### src/rtl/uart_tx_feeder.sv
// uart_tx_feeder: byte FIFO plus launch sequencer feeding an 8-bit UART transmitter
module uart_tx_feeder #(
  parameter int DEPTH = 16,
  parameter int ADDR_W = 4,
  parameter int GAP_CYCLES = 2,
  parameter int START_TIMEOUT = 64
) (
  input  logic              clk,
  input  logic              rst,
  input  logic              wr_en,
  input  logic [7:0]        wr_data,
  input  logic              clr_err,
  output logic              full,
  output logic              empty,
  output logic [ADDR_W:0]   level,
  output logic              overflow,
  output logic              timeout_err,
  output logic              tx_start,
  output logic [7:0]        tx_data,
  input  logic              tx_busy,
  input  logic              tx_done
);
  localparam int LW = ADDR_W + 1;
  localparam int TW = START_TIMEOUT > 1 ? $clog2(START_TIMEOUT) : 1;
  localparam int GW = GAP_CYCLES > 1 ? $clog2(GAP_CYCLES) : 1;
  localparam logic [TW-1:0] T_LAST = TW'(START_TIMEOUT - 1);
  localparam logic [GW-1:0] G_LAST = GW'(GAP_CYCLES > 0 ? GAP_CYCLES - 1 : 0);
  typedef enum logic [1:0] {IDLE, LAUNCH, WAIT_DONE, GAP} state_t;
  state_t state;
  logic [7:0] mem [DEPTH];
  logic [ADDR_W-1:0] wr_ptr, rd_ptr;
  logic [TW-1:0] t_cnt;
  logic [GW-1:0] g_cnt;
  logic push, drop, pop, expire;
  logic [LW-1:0] level_nxt;
  always_comb begin
    push = wr_en && !full;
    drop = wr_en && full;
    pop = state == IDLE && !empty && !tx_busy;
    expire = state == LAUNCH && !tx_busy && t_cnt == T_LAST;
    level_nxt = level + LW'(push) - LW'(pop);
  end
  always_ff @(posedge clk)
    if (push) mem[wr_ptr] <= wr_data;
  always_ff @(posedge clk) begin
    if (rst) begin
      state <= IDLE;
      wr_ptr <= '0;
      rd_ptr <= '0;
      level <= '0;
      full <= 1'b0;
      empty <= 1'b1;
      overflow <= 1'b0;
      timeout_err <= 1'b0;
      tx_start <= 1'b0;
      tx_data <= 8'h00;
      t_cnt <= '0;
      g_cnt <= '0;
    end else begin
      if (push) wr_ptr <= wr_ptr + ADDR_W'(1);
      if (pop) rd_ptr <= rd_ptr + ADDR_W'(1);
      level <= level_nxt;
      full <= level_nxt == LW'(DEPTH);
      empty <= level_nxt == '0;
      overflow <= drop || (overflow && !clr_err);
      timeout_err <= expire || (timeout_err && !clr_err);
      case (state)
        IDLE:
          if (pop) begin
            tx_data <= mem[rd_ptr];
            tx_start <= 1'b1;
            t_cnt <= '0;
            state <= LAUNCH;
          end
        LAUNCH:
          if (tx_busy) begin
            tx_start <= 1'b0;
            state <= WAIT_DONE;
          end else if (expire) begin
            tx_start <= 1'b0;
            g_cnt <= '0;
            state <= GAP_CYCLES == 0 ? IDLE : GAP;
          end else begin
            t_cnt <= t_cnt + TW'(1);
          end
        WAIT_DONE:
          if (tx_done) begin
            g_cnt <= '0;
            state <= GAP_CYCLES == 0 ? IDLE : GAP;
          end
        GAP:
          if (g_cnt == G_LAST) state <= IDLE;
          else g_cnt <= g_cnt + GW'(1);
        default: state <= IDLE;
      endcase
    end
  end
endmodule

### config.mk
export PLATFORM = sky130hd
export DESIGN_NAME = uart_tx_feeder
export DESIGN_NICKNAME = d
export VERILOG_FILES = /design/src/rtl/uart_tx_feeder.sv
export SDC_FILE = /design/constraint.sdc
export NUM_CORES = 1
export LEC_CHECK = 0
export BUFFER_PORTS_ARGS = -buffer_cell sky130_fd_sc_hd__buf_2
export CORE_AREA = 2 2 77 153
export DETAILED_ROUTE_END_ITERATION = 7
export DIE_AREA = 0 0 79 155
export PLACE_DENSITY = 0.85
export SLEW_MARGIN = 40
export SYNTH_ARGS = -nofsm -noshare
export SYNTH_HDL_FRONTEND = slang
export SYNTH_SLANG_ARGS = --single-unit
### constraint.sdc
create_clock -name clk -period 3.7 [get_ports clk]
set_input_delay 0.555 -clock clk [delete_from_list [all_inputs] [get_ports clk]]
set_output_delay 0.555 -clock clk [all_outputs]
set_load 0.005 [all_outputs]
==> flow_summary_export.csv <==
group,metric,value,unit
global_route,grt_pass1_vias,3813,
timing,setup_viol,0,
die,dieArea,12200,um2
timing,skew,0.00955,ns
timing,worst_pin_slew,0.823,ns
logic_synthesis,yosysTopAreaCell,"edfxtp_1",
logic_synthesis,yosys_register_bits,163,
detailed_routing,vias,3624,
clock_tree,cts_tree,"yes",
worst_setup_path,critPathMaxFanout,7,
die,die_y,155,um
timing,fin_crit_sh,0.806,
logic_synthesis,synth_cells,404,
global_route,antenna_found_initial,0,
clock_tree,h-tree-depth,4,
logic_synthesis,async_reset_ff_frac,0,
place,placed_cells,566,
die,num_rows,55,
clock_tree,cts_resized,0,
global_route,gr-total-overflow,0,
finish,stdcell_area,7580,um2
detailed_routing,ant_nets,0,
finish,layout.cells.non_filler,598,
finish,area.sequential,4550,um2
logic_synthesis,synth.cell_area,6640,um2
detailed_routing,drt-initial-drc-count,303,
place,globalplace.congestion,0.795,
die,dieWidth,79,um
finish,layout_commonest_cell,"edfxtp_1",
worst_setup_path,critPathCaptureType,"flip-flop",
worst_setup_path,cp.required,4.01,ns
pwr,switching_share,0.286,
clock_tree,cts.sink_count,163,
logic_synthesis,synth_edf_count,128,
clock_tree,cts_inserted_buffers,17,
detailed_routing,via_per_inst,6.06,
worst_hold_path,hold_path.class,"input port to flip-flop",
finish,multi_input_area,1960,um2
timing,setup_tns,0,ns
worst_setup_path,crit_path_end,"empty",
place,dp_hpwl,8060,um
pwr,power_density,646,nW/um2
clock_tree,holdBufCountCts,0,
timing,whs,0.396,ns
detailed_routing,dr_wl_met2,7390,um
finish,drive_above_1_share,0.257,
finish,area_growth,14.2,%
finish,final_cell_mix,"edfxtp_1 (128), dfxtp_1 (33), mux4_2 (32)",
pwr,p_seq_frac,0.454,
detailed_routing,drc,0,
clock_tree,clk_latency,0.42,ns
detailed_routing,wire_per_inst,22.2,um
die,start_util,0.596,
logic_synthesis,ys.flop_type,"edfxtp_1",
detailed_routing,top_layer_used,"met4",
timing,final-max-slew-violation-count,0,
worst_setup_path,crit_path_start,"state[0]",
global_route,grt_pass1_wl,20800,um
outcome,status,"completed",
die,ioPinCount,32,
worst_setup_path,r2r-end,"empty",
logic_synthesis,syn_avg_cell_area,16.4,um2
detailed_routing,dr_wl_met3,602,um
clock_tree,cts_buffer_depth,2,
global_route,grt_max_degree,25,
pwr,intPower,3.49,mW
logic_synthesis,ys.warnings.count,0,
timing,relSlewSlack,0.449,
worst_setup_path,critPathKind,"flip-flop to flip-flop",
detailed_routing,wl_met1,5080,um
worst_setup_path,r2r_slack,0.72,ns
job,drv_cap,0,
worst_setup_path,r2r_start,"state[0]",
logic_synthesis,synth_nets,435,
finish,fill_cells,747,
global_route,grt_util_all_layers,0.236,
worst_setup_path,cp.arrival,3.29,ns
pwr,power_leakage,2.56,nW
clock_tree,clkTransAtPathRegs,0.07,ns
pwr,vdd_ir_drop_max,0.000420,V
clock_tree,clockRootBuffer,"clkbuf_16",
logic_synthesis,synth.area.top_cells,"edfxtp_1 (58%), mux4_2 (11%), dfxtp_1 (11%)",
worst_setup_path,worst_r2r_path_depth,13,
detailed_routing,wl,13300,um
detailed_routing,dr.pass1.iters,5,
pwr,p_sw,1.40,mW
timing,rsz0062_at_grt,"no",
logic_synthesis,synth.distinct_cells,45,
timing,fmax,0.335,GHz
place,portBuffers,31,
timing,hold_viol_final,0,
finish,final_util,0.680,
pwr,p_clk_frac,0.359,
worst_setup_path,start_kind,"flip-flop",
logic_synthesis,ys_seq_area_frac,0.685,
die,coreArea,11100,um2
timing,min_period,2.98,ns
clock_tree,cts_setup_buffers,0,
place,placed_area,6960,um2
finish,fin_nets,474,
pwr,combPwrFrac,0.186,
logic_synthesis,yosysTopAreaCellShare,0.579,
finish,antenna_cells,0,
==> layout make-up <==
| class | instances | share of cell area |
|---|---|---|
| Inverter | 16 | 0.00792 |
| Tap cell | 142 | 0.0234 |
| Sequential cell | 163 | 0.600 |
| Clock inverter | 15 | 0.0239 |
| Multi-Input combinational cell | 204 | 0.258 |
| Clock buffer | 17 | 0.0561 |
| Timing Repair Buffer | 41 | 0.0304 |
==> worst min-delay path by stage <==
| stage | startpoint | endpoint | cells after the start |
|---|---|---|---|
| 2_1_floorplan | t_cnt[5] | t_cnt[5] | 2 |
| 3_3_place_gp | tx_data[6] | tx_data[6] | 2 |
| 3_5_place_dp | tx_data[6] | tx_data[6] | 2 |
| 4_1_cts | wr_en | overflow | 3 |
| 5_1_grt | wr_en | overflow | 3 |
| 6_report | wr_en | overflow | 3 |
==> registers in the layout (all words and copies together) (netlist names) <==
signal       flops
tx_data          8
full             1
timeout_err      1
wr_ptr           4
g_cnt            1
level            5
t_cnt            6
overflow         1
rd_ptr           4
empty            1
mem            128
tx_start         1
state            2
==> metal layers <==
metal,GRT usage,vias up
met3,0.0429,19
met5,0,-
met4,0.0969,0
met1,0.287,1847
met2,0.412,108
li1,-,1650
==> power by group through the flow <==
| stage | clock (mW) | combinational, mW | sequential, mW |
|---|---|---|---|
| 6_report | 1.76 | 0.911 | 2.22 |
| 5_1_grt | 1.84 | 1.01 | 2.24 |
| 4_1_cts | 1.77 | 0.913 | 2.22 |
| 3_5_place_dp | 0 | 0.896 | 2.26 |
| 3_3_place_gp | 0 | 0.858 | 2.25 |
| 2_1_floorplan | 0 | 0.672 | 2.21 |
==> critical path, cell delays in order, from the launching register on <==
cell,delay (ns)
dfxtp_1,0.41
inv_1,0.12
ha_1,0.28
nand2_1,0.11
clkinv_1,0.19
ha_1,0.34
inv_1,0.04
ha_1,0.18
inv_1,0.08
fa_1,0.21
nor2b_1,0.07
o21a_1,0.21
or3_1,0.38
a41o_1,0.25
==> synthesized netlist by cell type, types with 2 or more instances <==
cell type / instances
edfxtp_1: 128
nor2_1: 28
nand2b_1: 2
nor3_1: 5
ha_1: 16
buf_1: 2
xor2_1: 6
o21ai_0: 6
buf_2: 7
o221ai_1: 8
nand4_1: 3
inv_1: 15
a21oi_1: 13
nand2_1: 11
xnor2_1: 3
or3_1: 5
nand3_1: 11
or4_1: 3
clkbuf_1: 11
nor2b_1: 5
dfxtp_1: 35
a41o_1: 2
o31ai_1: 4
and2_4: 2
o21a_1: 5
mux2i_1: 17
mux4_2: 32
nor3b_1: 2
==> cell families (layout without fill, tap and decap cells) <==
family / Yosys count / count (layout) / share of synthesized area
fa+ha+maj: 17 / 17 / 0.0332
compound gates: 47 / 47 / 0.0496
buf+inv: 37 / 89 / 0.0234
simple gates: 82 / 82 / 0.0633
xor+xnor: 9 / 9 / 0.0119
mux: 49 / 49 / 0.134
flops: 163 / 163 / 0.685
==> through the flow <==
stage                     setup WS [ns]  power, mW
final                             0.718       4.89
after global placement            0.756       3.11
after detailed placement          0.673       3.15
after floorplan                   0.938       2.89
after CTS                         0.725       4.91
after global routing              0.480       5.09
No activity file was read; power rests on OpenSTA's default activity.
